[src/rtl/position_sequencer_if.sv]
// Bus between the layer controller and the position sequencer: frame control,
// run-time terminal counts, and the (ch, col, row) index stream with its flags.
interface position_sequencer_if #(
    parameter int unsigned CH_W  = 2,
    parameter int unsigned COL_W = 10,
    parameter int unsigned ROW_W = 10
);
    logic             start;
    logic             cont;
    logic             abort;
    logic             en;
    logic [CH_W-1:0]  cfg_ch_last;
    logic [COL_W-1:0] cfg_col_last;
    logic [ROW_W-1:0] cfg_row_last;
    logic [CH_W-1:0]  ch;
    logic [COL_W-1:0] col;
    logic [ROW_W-1:0] row;
    logic             valid;
    logic             busy;
    logic             last_ch;
    logic             last_col;
    logic             last_pos;
    logic             done;

    modport master (
        output start, cont, abort, en, cfg_ch_last, cfg_col_last, cfg_row_last,
        input  ch, col, row, valid, busy, last_ch, last_col, last_pos, done
    );

    modport slave (
        input  start, cont, abort, en, cfg_ch_last, cfg_col_last, cfg_row_last,
        output ch, col, row, valid, busy, last_ch, last_col, last_pos, done
    );
endinterface

[src/rtl/position_sequencer.sv]
// Three-level (channel -> column -> row) position sequencer with run-time
// terminal counts, stall enable, single-shot/continuous frames and abort.
module position_sequencer #(
    parameter int unsigned CH_W  = 2,
    parameter int unsigned COL_W = 10,
    parameter int unsigned ROW_W = 10
) (
    input  logic                 clk,
    input  logic                 reset,
    position_sequencer_if.slave  bus
);

    typedef enum logic [1:0] {
        S_IDLE = 2'd0,
        S_RUN  = 2'd1,
        S_DONE = 2'd2
    } state_t;

    state_t           r_state;
    logic [CH_W-1:0]  r_ch;
    logic [COL_W-1:0] r_col;
    logic [ROW_W-1:0] r_row;
    logic [CH_W-1:0]  r_ch_last;
    logic [COL_W-1:0] r_col_last;
    logic [ROW_W-1:0] r_row_last;
    logic             r_cont;
    logic             r_valid;
    logic             r_busy;
    logic             r_done;

    logic w_ch_wrap;
    logic w_col_wrap;
    logic w_final;

    // Wrap conditions chain inward: col only wraps on a channel wrap, etc.
    assign w_ch_wrap  = (r_ch == r_ch_last);
    assign w_col_wrap = w_ch_wrap & (r_col == r_col_last);
    assign w_final    = w_col_wrap & (r_row == r_row_last);

    always_ff @(posedge clk or posedge reset) begin
        if (reset) begin
            r_state    <= S_IDLE;
            r_ch       <= '0;
            r_col      <= '0;
            r_row      <= '0;
            r_ch_last  <= '0;
            r_col_last <= '0;
            r_row_last <= '0;
            r_cont     <= 1'b0;
            r_valid    <= 1'b0;
            r_busy     <= 1'b0;
            r_done     <= 1'b0;
        end else begin
            r_done <= 1'b0;
            case (r_state)
                S_IDLE: begin
                    if (bus.start) begin
                        r_ch_last  <= bus.cfg_ch_last;
                        r_col_last <= bus.cfg_col_last;
                        r_row_last <= bus.cfg_row_last;
                        r_cont     <= bus.cont;
                        r_valid    <= 1'b1;
                        r_busy     <= 1'b1;
                        r_state    <= S_RUN;
                    end
                end
                S_RUN: begin
                    if (bus.abort) begin
                        r_ch    <= '0;
                        r_col   <= '0;
                        r_row   <= '0;
                        r_valid <= 1'b0;
                        r_busy  <= 1'b0;
                        r_state <= S_IDLE;
                    end else if (bus.en) begin
                        if (w_final) begin
                            // Frame complete: rewind; continuous mode keeps running
                            r_ch   <= '0;
                            r_col  <= '0;
                            r_row  <= '0;
                            r_done <= 1'b1;
                            if (!r_cont) begin
                                r_valid <= 1'b0;
                                r_state <= S_DONE;
                            end
                        end else begin
                            r_ch <= w_ch_wrap ? '0 : r_ch + CH_W'(1);
                            if (w_ch_wrap) begin
                                r_col <= w_col_wrap ? '0 : r_col + COL_W'(1);
                            end
                            if (w_col_wrap) begin
                                r_row <= r_row + ROW_W'(1);
                            end
                        end
                    end
                end
                S_DONE: begin
                    r_valid <= 1'b0;
                    r_busy  <= 1'b0;
                    r_state <= S_IDLE;
                end
                default: begin
                    r_ch    <= '0;
                    r_col   <= '0;
                    r_row   <= '0;
                    r_valid <= 1'b0;
                    r_busy  <= 1'b0;
                    r_state <= S_IDLE;
                end
            endcase
        end
    end

    assign bus.ch       = r_ch;
    assign bus.col      = r_col;
    assign bus.row      = r_row;
    assign bus.valid    = r_valid;
    assign bus.busy     = r_busy;
    assign bus.done     = r_done;
    assign bus.last_ch  = r_valid & w_ch_wrap;
    assign bus.last_col = r_valid & w_col_wrap;
    assign bus.last_pos = r_valid & w_final;

endmodule
[src/flat_wrapper.sv]
// flat-port wrapper written by rule: the top's interface ports become plain ports
module position_sequencer_flat 
#(
    parameter int unsigned CH_W  = 2,
    parameter int unsigned COL_W = 10,
    parameter int unsigned ROW_W = 10
)
  (clk, reset, bus_start, bus_cont, bus_abort, bus_en, bus_cfg_ch_last, bus_cfg_col_last, bus_cfg_row_last, bus_ch, bus_col, bus_row, bus_valid, bus_busy, bus_last_ch, bus_last_col, bus_last_pos, bus_done);
  position_sequencer_if #(.CH_W(CH_W), .COL_W(COL_W), .ROW_W(ROW_W)) bus_i ();
  input  logic clk;
  input  logic reset;
  input wire logic [$bits(bus_i.start)-1:0] bus_start;
  input wire logic [$bits(bus_i.cont)-1:0] bus_cont;
  input wire logic [$bits(bus_i.abort)-1:0] bus_abort;
  input wire logic [$bits(bus_i.en)-1:0] bus_en;
  input wire logic [$bits(bus_i.cfg_ch_last)-1:0] bus_cfg_ch_last;
  input wire logic [$bits(bus_i.cfg_col_last)-1:0] bus_cfg_col_last;
  input wire logic [$bits(bus_i.cfg_row_last)-1:0] bus_cfg_row_last;
  output wire logic [$bits(bus_i.ch)-1:0] bus_ch;
  output wire logic [$bits(bus_i.col)-1:0] bus_col;
  output wire logic [$bits(bus_i.row)-1:0] bus_row;
  output wire logic [$bits(bus_i.valid)-1:0] bus_valid;
  output wire logic [$bits(bus_i.busy)-1:0] bus_busy;
  output wire logic [$bits(bus_i.last_ch)-1:0] bus_last_ch;
  output wire logic [$bits(bus_i.last_col)-1:0] bus_last_col;
  output wire logic [$bits(bus_i.last_pos)-1:0] bus_last_pos;
  output wire logic [$bits(bus_i.done)-1:0] bus_done;
  assign bus_i.start = bus_start;
  assign bus_i.cont = bus_cont;
  assign bus_i.abort = bus_abort;
  assign bus_i.en = bus_en;
  assign bus_i.cfg_ch_last = bus_cfg_ch_last;
  assign bus_i.cfg_col_last = bus_cfg_col_last;
  assign bus_i.cfg_row_last = bus_cfg_row_last;
  assign bus_ch = bus_i.ch;
  assign bus_col = bus_i.col;
  assign bus_row = bus_i.row;
  assign bus_valid = bus_i.valid;
  assign bus_busy = bus_i.busy;
  assign bus_last_ch = bus_i.last_ch;
  assign bus_last_col = bus_i.last_col;
  assign bus_last_pos = bus_i.last_pos;
  assign bus_done = bus_i.done;
  position_sequencer #(.CH_W(CH_W), .COL_W(COL_W), .ROW_W(ROW_W)) u_core (.clk(clk), .reset(reset), .bus(bus_i));
endmodule
[config.mk]
export PLATFORM = sky130hd
export DESIGN_NAME = position_sequencer_flat
export DESIGN_NICKNAME = d
export VERILOG_FILES = /design/src/rtl/position_sequencer_if.sv /design/src/rtl/position_sequencer.sv /design/src/flat_wrapper.sv
export SDC_FILE = /design/constraint.sdc
export NUM_CORES = 1
export LEC_CHECK = 0
export BUFFER_PORTS_ARGS = -buffer_cell sky130_fd_sc_hd__buf_2
export CAP_MARGIN = 20
export CORE_UTILIZATION = 40
export DETAILED_ROUTE_END_ITERATION = 10
export PLACE_DENSITY = 0.66
export RECOVER_POWER = 50
export SETUP_SLACK_MARGIN = 0.2
export SLEW_MARGIN = 10
export SYNTH_ARGS = -nofsm -noshare
export SYNTH_HDL_FRONTEND = slang
export SYNTH_SLANG_ARGS = --single-unit
export TNS_END_PERCENT = 100
[constraint.sdc]
create_clock -name clk -period 2.35 [get_ports clk]
set_clock_uncertainty 0.1 [all_clocks]
set_input_delay 0.1175 -clock clk [delete_from_list [all_inputs] [get_ports clk]]
set_output_delay 0.1175 -clock clk [all_outputs]
set_load 0.01 [all_outputs]
==> flow_summary_export.csv, run 1 <==
group,metric,value,unit
run_status,status,"finished clean",
placement,dpl_cell_area,2900,sq um
logic_synthesis,synth_top_family_by_area,"simple AND/OR/NAND/NOR gates",
drt,drt_iter0_markers,63,
layout,syn_to_final_growth,34.7,%
min_path,worstHoldPathType,"in2reg",
logic_synthesis,synth_area_leaders,"dfrtp_1, mux2_2, xor2_1, xnor2_1, nand2_1",
clocking,cts_max_path_buffers,2,
sta,whs,0.0877,ns
clocking,clock-root-buffer,"clkbuf_8",
sta,tns,0,ns
layout,antenna_cells,0,
die,fp.coreArea,5920,sq um
drt,routed_via_density,5.01,
logic_synthesis,ys_seq_elements,49,
worst_setup_path,slowest_stage,"dfrtp_1",
worst_setup_path,cp-start-kind,"register",
power,p_leak,1.48,nW
sta,period_needed,2.11,ns
layout,layout_common_cells,"dfrtp_1, buf_2, dlygate4sd3_1",
logic_synthesis,yosys.area_share.simple,17.1,%
logic_synthesis,synth_nets,256,
die,start_util,41.7,%
clocking,clk_latency,0.31,ns
sta,maxSlewHeadroom,21.6,%
placement,routabilityCongestion,0.805,
drt,postRouteAntennaNets,0,
clocking,cts.sinks,49,
clocking,cts_tree,"yes",
job,max-cap-violations,0,
layout,final_cell_area,3320,sq um
drt,wire_per_inst,13.6,um
sta,finalMaxSlewViolations,0,
logic_synthesis,synthMuxAreaShare,10.5,%
logic_synthesis,synth_compound_area_share,6.95,%
sta,hold_viol_final,0,
worst_setup_path,crit_required,2.49,ns
sta,min_period_over_period,89.9,%
global_route,grtUsageTotal,18.0,%
worst_setup_path,worstPathCellList,"xor2_1 -> nor4_2 -> and3_4 -> o21ai_2 -> buf_6 -> or3_1 -> a21oi_1",
sta,rsz0062_at_grt,"true",
layout,drive_gt1_share,33.5,%
die,die-area,6480,sq um
logic_synthesis,ys_seq_area_share,49.7,%
worst_setup_path,path_class,"reg2reg",
global_route,grt_pass1_vias,1941,
layout,layout.nets,354,
logic_synthesis,synth_area,2470,sq um
placement,portBuffers,55,
logic_synthesis,synth_cells,226,
drt,drcViolationCount,0,
logic_synthesis,synth_top_area_cell,"dfrtp_1",
logic_synthesis,synth_xor_area_share,12.4,%
drt,dr.pass1.iters,4,
drt,vias,2002,
global_route,antenna_found_initial,0,
worst_setup_path,setup.worst_path.end_class,"register",
layout,fill_cells,523,
die,die_w,80.5,um
drt,wl,5440,um
global_route,grt_remaining_overflow,0,
global_route,grt_pass1_wl,8900,um
sta,timing.fmax,473,MHz
logic_synthesis,avgSynthCellArea,10.9,sq um
die,ios,56,
worst_setup_path,crit_fanout,9,
die,num_rows,28,
layout,multi_input_area,1240,sq um
die,die_y,80.5,um
power,powerDensity,631,nW/um^2
clocking,clk_pin_slew,0.09,ns
clocking,ctsHtreeMaxLevel,2,
logic_synthesis,ys_warn_count,0,
sta,setup_viol,0,
layout,area.sequential,1230,sq um
layout,final_common_cell,"dfrtp_1",
clocking,cts_buffers,5,
worst_setup_path,arrival,2.26,ns
worst_setup_path,cpPeakStageDelay,0.40,ns
sta,worstMarginPinSlew,1.18,ns
logic_synthesis,yosysUniqueCellTypes,35,
placement,dp_hpwl,3760,um
logic_synthesis,synthAdderAreaFrac,1.01,%
power,vdd_drop_max,0.000320,V
global_route,grt_max_degree,50,
logic_synthesis,synth_top_area_share,49.7,%
## area by class of cell
type                       count  area share (%)
sequential                    49            37.0
clock inverter                 3           0.527
clock buffer                   5            2.07
tap                           75            2.82
multi-input combinational    164            37.4
inverter                       6           0.678
timing repair buffer          98            19.5
## per-layer routing
layer  share of wire, %  track usage [%]
met1                 48             24.1
met2                 46             29.1
met3                4.1             3.98
met4                1.3             5.36
met5                  0                0
## state kept, by name, summed over array words and instances (netlist names), 2 cells and up
name,count
u_core.r_col_last,10
u_core.bus.ch,2
u_core.bus.row,10
u_core.r_ch_last,2
u_core.r_row_last,10
u_core.r_state,2
u_core.bus.col,10
## cells by family (layout without fill, tap and decap cells)
kind of cell / count (synthesis) / count (layout)
buffers and inverters: 13 / 112
XOR/XNOR: 34 / 34
AND/OR/NAND/NOR: 76 / 76
AO/OA/AOI/OAI: 29 / 29
adder cells (fa/ha/maj): 2 / 2
multiplexers: 23 / 23
flip-flops: 49 / 49
## timing repair
item	4_1_cts	5_1_grt
hold endpoints to repair	75	0
gates cloned	0	0
setup endpoints to repair	5	14
buffers inserted	2	5
pin swaps	1	11
resized for setup	4	10
hold buffers	25	0
## cells in the mapped netlist (all sizes together)
library cell,count
dfrtp,49
mux2,23
xor2,21
nand2,16
nor2,16
xnor2,13
o21ai,12
nand3,11
a21oi,9
nand4,8
and3,7
inv,6
clkbuf,5
nor4,4
or3,4
a2111oi,2
and2,2
buf,2
ha,2
nor2b,2
nor3,2
o22ai,2
o31ai,2
a31oi,1
nor3b,1
o31a,1
or2,1
or3b,1
or4,1
## path summary, 6_finish.rpt
path	from	endpoint	slack (ns)	cells after the start
max	u_core.bus.col[6]	u_core.bus.row[3]	0.24	7
min	bus_abort	u_core.bus.busy	0.09	4
max reg2reg	u_core.bus.col[6]	u_core.bus.row[3]	0.24	7
min reg2reg	u_core.r_cont	u_core.r_state[1]	0.36	1
max in group asynchronous	reset	u_core.bus.col[2]	0.71	4
min in group asynchronous	reset	u_core.bus.col[0]	0.63	4
## stage by stage
step	setup slack, ns	std cells	total power, mW	util (%)
5_1_grt	0.144	400	2.22	56.1
4_1_cts	0.216	395	2.10	55.1
3_5_place_dp	0.181	360	1.57	48.9
3_3_place_gp	0.224	360	1.55	48.9
2_1_floorplan	0.278	226	1.41	-
6_report	0.237	400	2.10	56.1
## where the power goes
group          total, mW  internal, mW  switching [mW]
registers           1.07         0.960           0.108
logic              0.537         0.280           0.257
clock network      0.492         0.206           0.286
## critical path, delay by kind of cell (launching register included)
family	cells	cell delay [ns]
XOR/XNOR	1	0.17
flip-flops	1	0.40
AND/OR/NAND/NOR	3	1.03
buffers and inverters	1	0.15
AO/OA/AOI/OAI	2	0.20
Power figures use the tool's default switching activity.
==> inputs of run 2 (changes only) <==
--- a/config.mk
+++ b/config.mk
@@ -7,9 +7,11 @@
 export LEC_CHECK = 0
 export BUFFER_PORTS_ARGS = -buffer_cell sky130_fd_sc_hd__buf_2
 export CAP_MARGIN = 20
-export CORE_UTILIZATION = 40
+export CORE_UTILIZATION = 54
+export CTS_BUF_LIST = sky130_fd_sc_hd__clkbuf_16
 export DETAILED_ROUTE_END_ITERATION = 10
-export PLACE_DENSITY = 0.66
+export HOLD_SLACK_MARGIN = 0.03
+export PLACE_DENSITY = 0.84
 export RECOVER_POWER = 50
 export SETUP_SLACK_MARGIN = 0.2
 export SLEW_MARGIN = 10
==> flow_summary_export.csv, run 2 (same netlist as run 1, synthesis figures left out) <==
group,metric,value,unit
worst_setup_path,arrival,2.34,ns
clocking,cts_tree,"yes",
min_path,holdPathStages,4,
run_status,status,"finished clean",
layout,syn_to_final_growth,36.2,%
drt,wl,6350,um
clocking,clk_pin_slew,0.06,ns
global_route,grtUsageTotal,25.7,%
power,combPwrFrac,23.4,%
worst_setup_path,reg2reg_depth,6,
global_route,met2_usage,42.8,%
clocking,clock-root-buffer,"clkbuf_16",
layout,final_cell_area,3360,sq um
sta,maxSlewHeadroom,40.7,%
power,pwr-share-clk,32.6,%
clocking,cts_max_path_buffers,2,
drt,postRouteAntennaNets,0,
worst_setup_path,setup.worst_path.end_class,"register",
power,p_leak,1.45,nW
global_route,grt_pass1_wl,9740,um
drt,dr.pass1.iters,4,
drt,drt_iter0_markers,181,
min_path,worstHoldPathType,"in2reg",
clocking,clk_latency,0.29,ns
placement,dpl.cell_count,337,
power,swShare,28.7,%
sta,hold_viol_final,0,
placement,dpl_cell_area,2860,sq um
power,powerDensity,722,nW/um^2
power,seqPwrFrac,44.0,%
die,start_util,56.2,%
placement,routabilityCongestion,0.860,
layout,layout.nets,351,
clocking,cts_buffers,5,
sta,worstMarginPinSlew,0.888,ns
sta,timing.fmax,451,MHz
drt,vias,2129,
global_route,antenna_found_initial,0,
layout,instances_no_fill,374,
placement,dp_hpwl,3880,um
global_route,grt_pass1_vias,2097,
sta,period_needed,2.22,ns
layout,layout_common_cells,"dfrtp_1, buf_2, clkbuf_1",
power,power.internal,1.73,mW
placement,post-place-ws,0.127,ns
sta,rsz0062_at_grt,"true",
worst_setup_path,cp-start-kind,"register",
clocking,cts.sinks,49,
drt,routed_via_density,5.69,
global_route,grt_remaining_overflow,0,
sta,min_period_over_period,94.4,%
die,die_y,69.6,um
worst_setup_path,crit_required,2.47,ns
sta,setup_viol,0,
job,max-cap-violations,0,
layout,final_common_cell,"dfrtp_1",
sta,finalMaxSlewViolations,0,
die,die-area,4840,sq um
layout,fill_cells,273,
layout,antenna_cells,0,
sta,timing.final.ws_setup,0.132,ns
power,power.switching,697,uW
sta,tns,0,ns
drt,drcViolationCount,0,
global_route,grt_use_met3,5.81,%
placement,portBuffers,55,
power,total_power,2.43,mW
clocking,ctsHtreeMaxLevel,2,
worst_setup_path,path_class,"reg2reg",
die,fp.coreArea,4380,sq um
die,die_w,69.6,um
global_route,met1_usage,32.6,%
global_route,top_usage_layer,"met2",
die,ios,56,
global_route,grt_max_degree,25,
die,num_rows,24,
worst_setup_path,crit_fanout,12,
drt,wire_per_inst,17.0,um
power,vdd_drop_max,0.000537,V
layout,drive_gt1_share,29.2,%
## run 2: worst max-delay path: stages (launching register included)
cell and delay (ns):
dfrtp_1 0.44, xor2_1 0.20, nor4_4 0.35, and3_4 0.26, o21ai_4 0.10, or4_1 0.54, a21oi_2 0.14
## run 2: routing by layer
metal	vias up	routed length, um	part of all wire (%)
li1	981	-	-
met1	1025	2660	42
met4	0	214	3.4
met5	-	0	0
met2	98	3120	49
met3	25	359	5.7
## run 2: power groups by stage
stage | Combinational [mW] | Clock, mW | Sequential [mW]
finish | 0.568 | 0.792 | 1.07
floorplan | 0.336 | 0 | 1.07
global placement | 0.484 | 0 | 1.07
global route | 0.623 | 0.838 | 1.08
CTS | 0.539 | 0.798 | 1.07
detailed placement | 0.497 | 0 | 1.08
## run 2: final timing paths
path	end	slack, ns	from
setup / recovery	u_core.bus.row[7]	0.13	u_core.bus.col[5]
hold / removal	u_core.bus.busy	0.12	bus_abort
setup reg to reg	u_core.bus.row[7]	0.13	u_core.bus.col[5]
hold reg to reg	u_core.r_state[1]	0.38	u_core.r_cont
max in group asynchronous	u_core.bus.col[1]	0.46	reset
min in group asynchronous	u_core.r_row_last[0]	0.48	reset
## run 2: cell type report
class | instances | area (sq um) | area share [%]
clock buffer | 5 | 125 | 3.72
clock inverter | 3 | 37.5 | 1.12
inverter | 6 | 22.5 | 0.670
multi-input combinational | 164 | 1280 | 38.1
sequential | 49 | 1230 | 36.6
tap | 52 | 65.1 | 1.94
timing repair buffer | 95 | 602 | 17.9
## run 2: stage by stage
step | utilization [%] | hold slack, ns
after floorplan | - | 0.114
after global placement | 65.2 | 0.0604
after detailed placement | 65.2 | 0.0698
after CTS | 75.1 | 0.105
after global routing | 76.6 | 0.145
final | 76.6 | 0.119
## run 2: repair_timing
item,CTS,global route
setup endpoints to repair,2,19
setup buffers,1,3
pin swaps,2,9
resized for setup,3,17
hold buffers,25,0
endpoints found under the hold margin,48,0
==> inputs of run 3 (changes only) <==
--- a/config.mk
+++ b/config.mk
@@ -7,14 +7,14 @@
 export LEC_CHECK = 0
 export BUFFER_PORTS_ARGS = -buffer_cell sky130_fd_sc_hd__buf_2
 export CAP_MARGIN = 20
-export CORE_UTILIZATION = 54
+export CORE_UTILIZATION = 30
 export CTS_BUF_LIST = sky130_fd_sc_hd__clkbuf_16
 export DETAILED_ROUTE_END_ITERATION = 10
 export HOLD_SLACK_MARGIN = 0.03
-export PLACE_DENSITY = 0.84
+export PLACE_DENSITY = 0.53
 export RECOVER_POWER = 50
 export SETUP_SLACK_MARGIN = 0.2
-export SLEW_MARGIN = 10
+export SLEW_MARGIN = 40
 export SYNTH_ARGS = -nofsm -noshare
 export SYNTH_HDL_FRONTEND = slang
 export SYNTH_SLANG_ARGS = --single-unit
==> flow_summary_export.csv, run 3 (same netlist as run 1, synthesis figures left out) <==
group,metric,value,unit
run_status,status,"finished clean",
drt,postRouteAntennaNets,0,
sta,min_period_over_period,89.9,%
clocking,ctsHtreeMaxLevel,2,
sta,finalMaxSlewViolations,0,
layout,layout_common_cells,"dfrtp_1, buf_2, dlygate4sd3_1",
drt,wire_per_inst,14.4,um
placement,portBuffers,55,
clocking,cts_max_path_buffers,2,
global_route,antenna_found_initial,0,
worst_setup_path,arrival,2.23,ns
layout,final_common_cell,"dfrtp_1",
drt,drcViolationCount,0,
drt,drt_iter0_markers,82,
worst_setup_path,startpoint,"u_core.bus.col[1]",
worst_setup_path,setup.worst_path.end_class,"register",
job,max-cap-violations,0,
die,start_util,31.4,%
sta,tns,0,ns
global_route,grtUsageTotal,15.0,%
power,powerDensity,667,nW/um^2
drt,dr.pass1.iters,4,
global_route,grt_remaining_overflow,0,
placement,routabilityCongestion,0.802,
placement,dpl.cell_count,392,
sta,hold_viol_final,0,
die,num_rows,32,
sta,period_needed,2.11,ns
sta,setup_viol,0,
die,die_y,92.7,um
layout,fill_cells,773,
layout,syn_to_final_growth,42.9,%
sta,worstMarginPinSlew,0.863,ns
global_route,grt_max_degree,21,
drt,wl,6300,um
die,ios,56,
clocking,cts.sinks,49,
layout,layout.nets,365,
worst_setup_path,cp-start-kind,"register",
placement,dp_hpwl,4350,um
die,fp.coreArea,7850,sq um
power,vdd_drop_max,0.000324,V
min_path,worstHoldPathType,"in2reg",
clocking,cts_tree,"yes",
drt,routed_via_density,4.72,
layout,antenna_cells,0,
clocking,clk_latency,0.29,ns
sta,rsz0062_at_grt,"true",
worst_setup_path,crit_fanout,5,
min_path,min_from,"bus_abort",
sta,timing.fmax,473,MHz
global_route,grt_pass1_wl,9850,um
die,die-area,8590,sq um
drt,vias,2063,
power,p_leak,1.58,nW
clocking,clk_pin_slew,0.06,ns
worst_setup_path,crit_required,2.47,ns
clocking,clock-root-buffer,"clkbuf_16",
worst_setup_path,path_class,"reg2reg",
sta,maxSlewHeadroom,42.5,%
die,die_w,92.7,um
worst_setup_path,r2r-start,"u_core.bus.col[1]",
layout,instances_no_fill,437,
global_route,grt_pass1_vias,2007,
clocking,cts_buffers,5,
layout,drive_gt1_share,35.5,%
==> run 3: changes by cell type in the layout (fill, tap and decap cells not counted), moves of 2 or more <==
| cell | before | now |
|---|---|---|
| buf_2 | 32 | 47 |
| buf_4 | 11 | 24 |
| clkbuf_1 | 26 | 11 |
| dfrtp_1 | 47 | 49 |
| dfrtp_2 | 2 | 0 |
| nor2_1 | 14 | 16 |
| nor2_2 | 2 | 0 |
| or3_1 | 4 | 2 |
| or3_4 | 0 | 2 |
==> run 3: report_power, final <==
part / internal (mW) / switching (mW) / total (mW)
combinational: 0.309 / 0.298 / 0.608
clock: 0.381 / 0.300 / 0.681
sequential: 0.960 / 0.102 / 1.06
total: 1.65 / 0.700 / 2.35
==> run 3: layer usage <==
layer / part of all wire [%] / track usage [%]
met5: 0 / 0
met4: 1.3 / 5.77
met3: 4.2 / 2.22
met2: 46 / 23.5
met1: 48 / 20.9
==> run 3: cell type report <==
type                            instances  area [sq um]  area share, %
Tap cell                              102           128           3.62
Sequential cell                        49          1230           34.8
Inverter                                6          22.5          0.639
Timing Repair Buffer                  109           723           20.5
Clock inverter                          2          7.51          0.213
Clock buffer                            5           125           3.55
Multi-Input combinational cell        164          1290           36.6
==> run 3: what timing repair did <==
action / CTS / global route
pin swaps: 3 / 9
buffers inserted: 2 / 10
setup endpoints to repair: 4 / 13
hold endpoints to repair: 39 / 0
hold buffers: 25 / 0
cloned: 0 / 1
gates resized for setup: 2 / 20
==> run 3: worst max-delay path: stages, from the launching register on <==
cell and delay, ns:
dfrtp_1 0.44, xor2_2 0.19, nor4_4 0.34, and3_4 0.28, o21ai_4 0.07, buf_6 0.15, or3_4 0.36, a21oi_2 0.12
==> run 3: final timing paths <==
| check | end | slack, ns | depth (start not counted) |
|---|---|---|---|
| max in group asynchronous | u_core.bus.row[6] | 0.65 | 4 |
| setup reg to reg | u_core.bus.row[3] | 0.24 | 7 |
| hold / removal | u_core.bus.busy | 0.12 | 4 |
| min in group asynchronous | u_core.bus.col[7] | 0.33 | 3 |
| setup / recovery | u_core.bus.row[3] | 0.24 | 7 |
| hold reg to reg | u_core.r_state[1] | 0.37 | 1 |
==> run 3: metrics by stage <==
step	power [mW]	setup slack [ns]	utilization [%]	cell area, sq um	hold WS (ns)
6_report	2.35	0.236	44.9	3520	0.122
5_1_grt	2.48	0.139	44.9	3520	0.169
4_1_cts	2.31	0.197	42.9	3360	0.116
3_5_place_dp	1.59	0.179	37.7	2960	-0.00979
3_3_place_gp	1.59	0.201	37.7	2960	-0.00453
2_1_floorplan	1.41	0.278	-	2470	0.114
